--- src/rtl/clock_pkg.sv ---
// Shared constants for the alarm clock: mode encodings, counter limits and the mode sequencer.
package clock_pkg;

   localparam logic [2:0] MODE_NORMAL  = 3'd0;
   localparam logic [2:0] MODE_SET_MIN = 3'd1;
   localparam logic [2:0] MODE_SET_HR  = 3'd2;
   localparam logic [2:0] MODE_ALM_MIN = 3'd3;
   localparam logic [2:0] MODE_ALM_HR  = 3'd4;

   localparam int SEC_MAX = 59;
   localparam int MIN_MAX = 59;
   localparam int HR_MAX  = 23;

   // Cyclic order NORMAL -> SET_MIN -> SET_HR -> ALM_MIN -> ALM_HR -> NORMAL.
   function automatic logic [2:0] next_mode(input logic [2:0] m);
      logic [2:0] n;
      n = MODE_NORMAL;
      case (m)
         MODE_NORMAL:  n = MODE_SET_MIN;
         MODE_SET_MIN: n = MODE_SET_HR;
         MODE_SET_HR:  n = MODE_ALM_MIN;
         MODE_ALM_MIN: n = MODE_ALM_HR;
         default:      n = MODE_NORMAL;
      endcase
      return n;
   endfunction

endpackage

--- src/rtl/ring_timer.sv ---
// Counts tick_1hz pulses while the alarm rings and ends the ring after RING_TICKS ticks.
module ring_timer #(
   parameter int RING_TICKS = 60
) (
   input  logic clk,
   input  logic reset,
   input  logic start,
   input  logic stop,
   input  logic tick,
   output logic done,
   output logic active
);

   localparam int CNT_W = $clog2(RING_TICKS + 1);

   logic [CNT_W-1:0] cnt;

   // The start tick itself is not counted; counting begins with the following tick.
   assign done = active && tick && !start && !stop && (cnt == CNT_W'(RING_TICKS - 1));

   always_ff @(posedge clk or posedge reset) begin
      if (reset) begin
         active <= 1'b0;
         cnt    <= '0;
      end else if (stop) begin
         active <= 1'b0;
         cnt    <= '0;
      end else if (start) begin
         active <= 1'b1;
         cnt    <= '0;
      end else if (done) begin
         active <= 1'b0;
         cnt    <= '0;
      end else if (active && tick) begin
         cnt    <= cnt + 1'b1;
      end
   end

endmodule

--- src/rtl/alarm_clock_ctrl.sv ---
// Alarm clock controller: mode sequencing, counter enable/direction decode, arming and ringing.
module alarm_clock_ctrl
   import clock_pkg::*;
#(
   parameter int RING_TICKS = 60,
   parameter int SEC_W      = 6,
   parameter int HR_W       = 5
) (
   input  logic             clk,
   input  logic             reset,
   input  logic             tick_1hz,
   input  logic             btn_mode,
   input  logic             btn_up,
   input  logic             btn_down,
   input  logic             btn_alarm,
   input  logic [SEC_W-1:0] sec,
   input  logic [SEC_W-1:0] min,
   input  logic [SEC_W-1:0] amin,
   input  logic [HR_W-1:0]  hr,
   input  logic [HR_W-1:0]  ahr,
   output logic             sec_en,
   output logic             min_en,
   output logic             hr_en,
   output logic             amin_en,
   output logic             ahr_en,
   output logic             up_down,
   output logic [2:0]       mode,
   output logic             armed,
   output logic             ringing
);

   logic btn_any;
   logic consume;
   logic in_set;
   logic timekeep;
   logic set_req;
   logic btn_eff;
   logic sec_wrap;
   logic min_wrap;
   logic alarm_match;
   logic ring_start;
   logic ring_stop;
   logic ring_done;

   assign btn_any  = btn_mode | btn_up | btn_down | btn_alarm;
   // While ringing, any button only silences the alarm.
   assign consume  = ringing && btn_any;
   assign in_set   = (mode == MODE_SET_MIN) || (mode == MODE_SET_HR);
   assign timekeep = tick_1hz && !in_set;
   assign sec_wrap = (sec == SEC_W'(SEC_MAX));
   assign min_wrap = (min == SEC_W'(MIN_MAX));

   assign set_req  = !consume && !btn_mode && (mode != MODE_NORMAL) && (btn_up ^ btn_down);
   // A coincident tick forces up-counting, so a down press in an alarm mode is dropped.
   assign btn_eff  = set_req && !(timekeep && btn_down);

   assign alarm_match = (hr == ahr) && (min == amin) && sec_wrap;
   assign ring_start  = tick_1hz && armed && !in_set && alarm_match && !ringing;
   assign ring_stop   = ringing && (btn_any || !armed);

   always_comb begin
      sec_en  = 1'b0;
      min_en  = 1'b0;
      hr_en   = 1'b0;
      amin_en = 1'b0;
      ahr_en  = 1'b0;
      up_down = 1'b1;
      if (!reset) begin
         if (timekeep) begin
            sec_en = 1'b1;
            min_en = sec_wrap;
            hr_en  = sec_wrap && min_wrap;
         end
         if (btn_eff) begin
            up_down = btn_up;
            case (mode)
               MODE_SET_MIN: min_en  = 1'b1;
               MODE_SET_HR:  hr_en   = 1'b1;
               MODE_ALM_MIN: amin_en = 1'b1;
               MODE_ALM_HR:  ahr_en  = 1'b1;
               default:      ;
            endcase
         end
      end
   end

   always_ff @(posedge clk or posedge reset) begin
      if (reset) begin
         mode  <= MODE_NORMAL;
         armed <= 1'b0;
      end else if (!consume) begin
         if (btn_mode) begin
            mode <= next_mode(mode);
         end else if (btn_alarm) begin
            armed <= !armed;
         end
      end
   end

   ring_timer #(
      .RING_TICKS(RING_TICKS)
   ) u_ring_timer (
      .clk    (clk),
      .reset  (reset),
      .start  (ring_start),
      .stop   (ring_stop),
      .tick   (tick_1hz),
      .done   (ring_done),
      .active (ringing)
   );

endmodule

--- config.mk ---
export PLATFORM = sky130hd
export DESIGN_NAME = alarm_clock_ctrl
export DESIGN_NICKNAME = d
export VERILOG_FILES = /design/src/rtl/clock_pkg.sv /design/src/rtl/ring_timer.sv /design/src/rtl/alarm_clock_ctrl.sv
export SDC_FILE = /design/constraint.sdc
export NUM_CORES = 1
export LEC_CHECK = 0
export CORE_MARGIN = 2
export CORE_UTILIZATION = 30
export DETAILED_ROUTE_END_ITERATION = 10
export PLACE_DENSITY = 0.68
export SYNTH_ARGS = -nofsm -noshare
export SYNTH_HDL_FRONTEND = slang
export SYNTH_SLANG_ARGS = --single-unit
--- constraint.sdc ---
create_clock -name clk -period 2 [get_ports clk]
set_input_delay 0.2 -clock clk [delete_from_list [all_inputs] [get_ports clk]]
set_output_delay 0.2 -clock clk [all_outputs]
set_load 0.01 [all_outputs]
# [Word-level counts from Yosys, hierarchy flattened]
# Index checks and enable logic that the tools add are counted.
[word_totals] register_bits=11 in_bits=35 output_inout_bits=11 word_cells=81
[classes] addsub=1 eq_ne=9 muxes=26 n_bitwise=6 n_reduce_logical=35
[ops] op="6-bit 2-to-1 mux" count=4
[ops] op="1-bit 2-to-1 mux" count=21
[ops] op="1-bit logical AND" count=19
[ops] op="6-bit equality test, second input constant" count=3
[ops] op="3-bit case mux with 4 select lines" count=1
[ops] op="1-bit logical NOT" count=8
[ops] op="6-bit by 1-bit adder with 6-bit output, second input constant" count=1
[ops] op="3-bit by 2-bit equality test with 1-bit output, second input constant" count=2
[ops] op="6-bit equality test" count=1
[ops] op="3-bit nonzero test" count=2
[ops] op="5-bit equality test" count=1
[ops] op="4-bit nonzero test" count=1
[ops] op="3-bit by 1-bit equality test with 1-bit output, second input constant" count=1
[ops] op="3-bit equality test, second input constant" count=1
[ops] op="3-bit logical NOT" count=1
[ops] op="1-bit OR" count=3
[ops] op="3-bit AND reduction" count=1
[ops] op="1-bit logical OR" count=2
[ops] op="1-bit inverter" count=2
[ops] op="2-bit AND reduction" count=1
[ops] op="1-bit bitwise XOR" count=1

# [Longest topological paths before layout]
# Gate-level depths: netlist of run 1.
[depth] depth_word=13 depth_mapped=5 ltp_nobuf=5

# [Cells and area by module]
# A second synthesis of run 1 with hierarchy kept.
[hier_totals] cells_unflattened=108 hier_area_um2=923.4
[modules_own_cells] module="alarm_clock_ctrl" n_inst=1 cells_each=64 area_each_um2=519.2 seq_area_each_um2=100.1
[modules_own_cells] module="ring_timer" n_inst=1 cells_each=44 area_each_um2=404.1 seq_area_each_um2=175.2

# [Least setup slack after synthesis of run 1]
# No wires, ideal clock.
[synth_timing] path_type="register to output" startpoint="reg mode[0]" endpoint="out ahr_en" arrival_ps=1463 required_time_ps=1800 path_slack_ps=337 stages_incl_launch_ff=6 path_buffers=1 path_cell_list="dfrtp_1 buf_6 xnor2_1 o211ai_2 nand4_2 nor4b_1"
[synth_between] elab_chain_cells=9 word_cells_on_any_way=15 classes_between="eq/ne: 3; mux: 3; reduce/logical: 9"
[synth_rtl] element="start: declaration" line_no="alarm_clock_ctrl.sv:27" rtl="output logic [2:0] mode,"
[synth_rtl] element="start signal: assignment" line_no="alarm_clock_ctrl.sv:93" rtl="mode <= next_mode(mode);"
[synth_rtl] element="3-bit by 1-bit equality test with 1-bit output / 3-bit by 2-bit equality test with 1-bit output (equally long branches)" line_no="alarm_clock_ctrl.sv:48" rtl="assign in_set = (mode == MODE_SET_MIN) || (mode == MODE_SET_HR);"
[synth_rtl] element="1-bit logical OR" line_no="alarm_clock_ctrl.sv:48"
[synth_rtl] element="1-bit logical NOT" line_no="alarm_clock_ctrl.sv:49" rtl="assign timekeep = tick_1hz && !in_set;"
[synth_rtl] element="1-bit logical AND" line_no="alarm_clock_ctrl.sv:49"
[synth_rtl] element="1-bit logical AND" line_no="alarm_clock_ctrl.sv:55" rtl="assign btn_eff = set_req && !(timekeep && btn_down);"
[synth_rtl] element="1-bit logical NOT" line_no="alarm_clock_ctrl.sv:55"
[synth_rtl] element="1-bit logical AND" line_no="alarm_clock_ctrl.sv:55"
[synth_rtl] element="1-bit 2-to-1 mux (*)" line_no="alarm_clock_ctrl.sv:74" rtl="if (btn_eff) begin"
[synth_rtl] element="1-bit 2-to-1 mux (*)" line_no="alarm_clock_ctrl.sv:68" rtl="if (!reset) begin"
[synth_rtl] element="end: declaration" line_no="alarm_clock_ctrl.sv:25" rtl="output logic ahr_en,"
# Mark *: on every way between the ends. The rest lies on a longest branch, timed or not.

# [Worst setup path in the final report of run 1]
[layout_timing] startpoint="reg mode[0]" endpoint="out amin_en"
[layout_between] elab_chain_cells=9 word_cells_on_any_way=15 classes_between="eq/ne: 3; mux: 3; reduce/logical: 9"
[layout_rtl] element="3-bit by 1-bit equality test with 1-bit output / 3-bit by 2-bit equality test with 1-bit output (equally long branches)" line_no="alarm_clock_ctrl.sv:48"
[layout_rtl] element="1-bit logical OR" line_no="alarm_clock_ctrl.sv:48"
[layout_rtl] element="1-bit logical NOT" line_no="alarm_clock_ctrl.sv:49"
[layout_rtl] element="1-bit logical AND" line_no="alarm_clock_ctrl.sv:49"
[layout_rtl] element="1-bit logical AND" line_no="alarm_clock_ctrl.sv:55"
[layout_rtl] element="1-bit logical NOT" line_no="alarm_clock_ctrl.sv:55"
[layout_rtl] element="1-bit logical AND" line_no="alarm_clock_ctrl.sv:55"
[layout_rtl] element="1-bit 2-to-1 mux (*)" line_no="alarm_clock_ctrl.sv:74"
[layout_rtl] element="1-bit 2-to-1 mux (*)" line_no="alarm_clock_ctrl.sv:68"
[layout_rtl] element="end: declaration" line_no="alarm_clock_ctrl.sv:24" rtl="output logic amin_en,"
# Marks and branches as above.

==> results of run 1 <==
-- critical path: stages, from the launching register on --
cell and delay [ns]:
dfrtp_1 0.41, xnor2_2 0.16, o211ai_2 0.15, nand4_2 0.13, buf_4 0.16, nor2_1 0.10, dlygate4sd2_1 0.27
-- layout make-up --
| type | instances | area [µm²] | area share [%] |
|---|---|---|---|
| Sequential cell | 11 | 275.3 | 18.55 |
| Inverter | 3 | 11.26 | 0.7589 |
| Clock buffer | 4 | 26.28 | 1.771 |
| Multi-Input combinational cell | 83 | 588.1 | 39.63 |
| Tap cell | 31 | 38.79 | 2.614 |
| Timing Repair Buffer | 60 | 544.3 | 36.68 |
-- metrics by stage --
step	utilization [%]	hold slack, ns
2_1_floorplan	-	0.07564
3_3_place_gp	52.54	0.5102
3_5_place_dp	52.54	0.5227
4_1_cts	53.80	0.4100
5_1_grt	53.35	0.4491
6_report	53.35	0.4188
-- power groups by stage --
| stage | clock network (mW) | logic (mW) | registers (mW) |
|---|---|---|---|
| floorplan | 0 | 0.223 | 0.320 |
| global placement | 0 | 0.508 | 0.302 |
| detailed placement | 0 | 0.519 | 0.302 |
| CTS | 0.159 | 0.538 | 0.305 |
| global route | 0.168 | 0.578 | 0.312 |
| finish | 0.149 | 0.529 | 0.304 |
-- routing by layer --
layer  up-vias  track usage [%]  share of wire, %
met3         4            5.714               8.8
li1        499                -                 -
met4         0            6.645              0.93
met1       481            17.01                38
met2        43            29.21                53
met5         -                0                 0
-- registers in the layout, summed over array words and instances (netlist names) --
| name | flops |
|---|---|
| armed | 1 |
| mode | 3 |
| u_ring_timer.active | 1 |
| u_ring_timer.cnt | 6 |
-- synth_stat cells, drive strengths merged, types with 3 or more instances --
| cell | instances | area (µm²) |
|---|---|---|
| xnor2 | 13 | 113.9 |
| nor3 | 7 | 35.03 |
| nand4 | 5 | 37.53 |
| nor2 | 6 | 22.52 |
| inv | 3 | 11.26 |
| o21ai | 5 | 25.02 |
| a21oi | 6 | 30.03 |
| nand2 | 5 | 18.77 |
| nand3 | 4 | 20.02 |
| dfrtp | 11 | 275.3 |
| buf | 3 | 21.27 |
-- timing repair --
action	in CTS	in global routing
setup buffers	1	0
resized for setup	8	8
setup endpoints to repair	6	4
pin swaps	1	0
hold buffers	0	0
-- path summary, 6_finish.rpt --
| path | end | cells after the start |
|---|---|---|
| setup / recovery | amin_en | 6 |
| hold / removal | armed | 4 |
| setup reg to reg | u_ring_timer.cnt[2] | 7 |
| hold reg to reg | armed | 1 |
| max in group asynchronous | u_ring_timer.cnt[5] | 4 |
| min in group clk | armed | 1 |
-- cells by family (layout without fill, tap and decap cells) --
logic type	after synthesis	after routing	synth area share [%]
AOI/OAI and AO/OA	22	22	16.97
xor gates and xnor gates	14	14	13.75
adders and majority gates	1	1	1.402
buffers and inverters	7	67	4.067
DFF	11	11	30.86
muxes	1	1	1.262
and+or+nand+nor	45	45	31.70
==> flow_metrics.py, run 1 <==
metrics = {
    "timing": {
        "final.setup.tns_ns": 0,
        "final-setup-viol-count": 0,
        "hold_viol_final": 0,
        "setup_ws_ns": 0.1512,
        "rsz0062_at_grt": "no",
        "fin_worst_skew_ns": 0.002952,
        "period_share_pct": 92.44,
        "max_freq_mhz": 540.9,
        "fin_crit_ns": 1.849,
        "maxSlewViolCount": 0,
        "slew_headroom_pct": 78.26,
        "tightestPinTransition_ns": 0.3251,
    },
    "floorplanning": {
        "dieArea_um2": 3426,
        "ios": 46,
        "std_cell_rows": 19,
        "fp.dieH_um": 58.53,
        "start_util_pct": 32.07,
        "core_um2": 2781,
        "die_w_um": 58.53,
    },
    "synthesis": {
        "syn_nets": 137,
        "yosysUniqueCellTypes": 41,
        "synthArstFlopShare_pct": 100.0,
        "yosysSeqAreaShare_pct": 30.86,
        "netlist_area_um2": 892.1,
        "ys_warn_count": 0,
        "synth_edf_count": 0,
        "synth_cells": 101,
        "synth.avg_cell_area_um2": 8.833,
        "synth_seq_cells": 11,
        "synth_ff_type": "dfrtp_1",
    },
    "clocking": {
        "cts_made_buffers": 3,
        "clkSinkCount": 11,
        "clock-root-buffer": "clkbuf_4",
        "htreeDepth": 1,
        "cts_tree": "done",
        "clkTransAtPathRegs_ns": 0.07,
        "clk_latency_ns": 0.26,
        "clockBufferDepth": 2,
    },
    "final_layout": {
        "drive_gt1_share_pct": 18.01,
        "final_common_cell": "clkdlybuf4s50_1",
        "final_nets": 198,
        "final_cell_area_um2": 1484,
        "num_antenna_cells": 0,
        "stdcell_count": 192,
        "final_cell_mix": "39 x clkdlybuf4s50_1, 15 x buf_4, 12 x xnor2_1, 11 x dfrtp_1, 7 x nor3_1",
        "area_delta_synth_final_pct": 66.34,
        "nFillCells": 251,
    },
    "grt": {
        "grt_pass1_wl_mm": 4.326,
        "antenna_found_initial": 0,
        "overflow": 0,
        "grt_pass1_vias": 1042,
        "grt_usage_pct": 16.21,
        "grt_max_degree": 12,
    },
    "drt": {
        "drtAntennaViolNets": 0,
        "drt_iter0_drc": 49,
        "viasPerCell": 5.349,
        "drc": 0,
        "wire_per_inst_um": 12.84,
        "wirelength_mm": 2.465,
        "num_vias": 1027,
        "dr.pass1.iters": 4,
    },
    "pwr": {
        "swShare_pct": 33.34,
        "p_sw_mw": 0.3273,
        "power_density_nw_per_um2": 661.5,
        "p_clk_share_pct": 15.2,
        "pwr-share-seq_pct": 31.0,
        "p_leak_nw": 0.6321,
        "p_int_mw": 0.6544,
        "pwr-share-comb_pct": 53.9,
        "finalPower_mw": 0.9817,
        "peakVddDrop_uv": 502.6,
    },
    "setup_path": {
        "end_kind": "output pin",
        "worstPathArrival_ns": 1.65,
        "cp.required_ns": 1.80,
        "cp-startpoint": "mode[0]",
        "startpoint_type": "flop",
        "reg2reg_from": "mode[0]",
        "rrSetupSlack_ns": 0.44,
        "crit_fanout": 3,
        "critPathKind": "reg2out",
    },
    "placement": {
        "io_buffers": 45,
        "dp.cells": 187,
        "dpl_cell_area_um2": 1461,
        "place_hpwl_mm": 2.129,
        "place_ws_ns": -0.1943,
        "gp_congestion": 0.8314,
    },
    "outcome": {
        "run_status": "completed",
    },
    "job": {
        "drv_cap": 0,
    },
    "worst_hold_path": {
        "hold_path_class": "in2async",
    },
}
(Power assumes the default switching activity.)
==> inputs of run 2 (changes only) <==
--- a/config.mk
+++ b/config.mk
@@ -5,9 +5,11 @@
 export SDC_FILE = /design/constraint.sdc
 export NUM_CORES = 1
 export LEC_CHECK = 0
+export CAP_MARGIN = 20
 export CORE_MARGIN = 2
 export CORE_UTILIZATION = 30
 export DETAILED_ROUTE_END_ITERATION = 10
+export GPL_ROUTABILITY_DRIVEN = 0
 export PLACE_DENSITY = 0.68
 export SYNTH_ARGS = -nofsm -noshare
 export SYNTH_HDL_FRONTEND = slang
==> results of run 2 <==
No change in the layout: final DEF, timing and power equal those of run 1.
==> inputs of run 3 (changes only) <==
--- a/config.mk
+++ b/config.mk
@@ -5,7 +5,6 @@
 export SDC_FILE = /design/constraint.sdc
 export NUM_CORES = 1
 export LEC_CHECK = 0
-export CAP_MARGIN = 20
 export CORE_MARGIN = 2
 export CORE_UTILIZATION = 30
 export DETAILED_ROUTE_END_ITERATION = 10
==> results of run 3 <==
No change in the layout: final DEF, timing and power equal those of run 1.
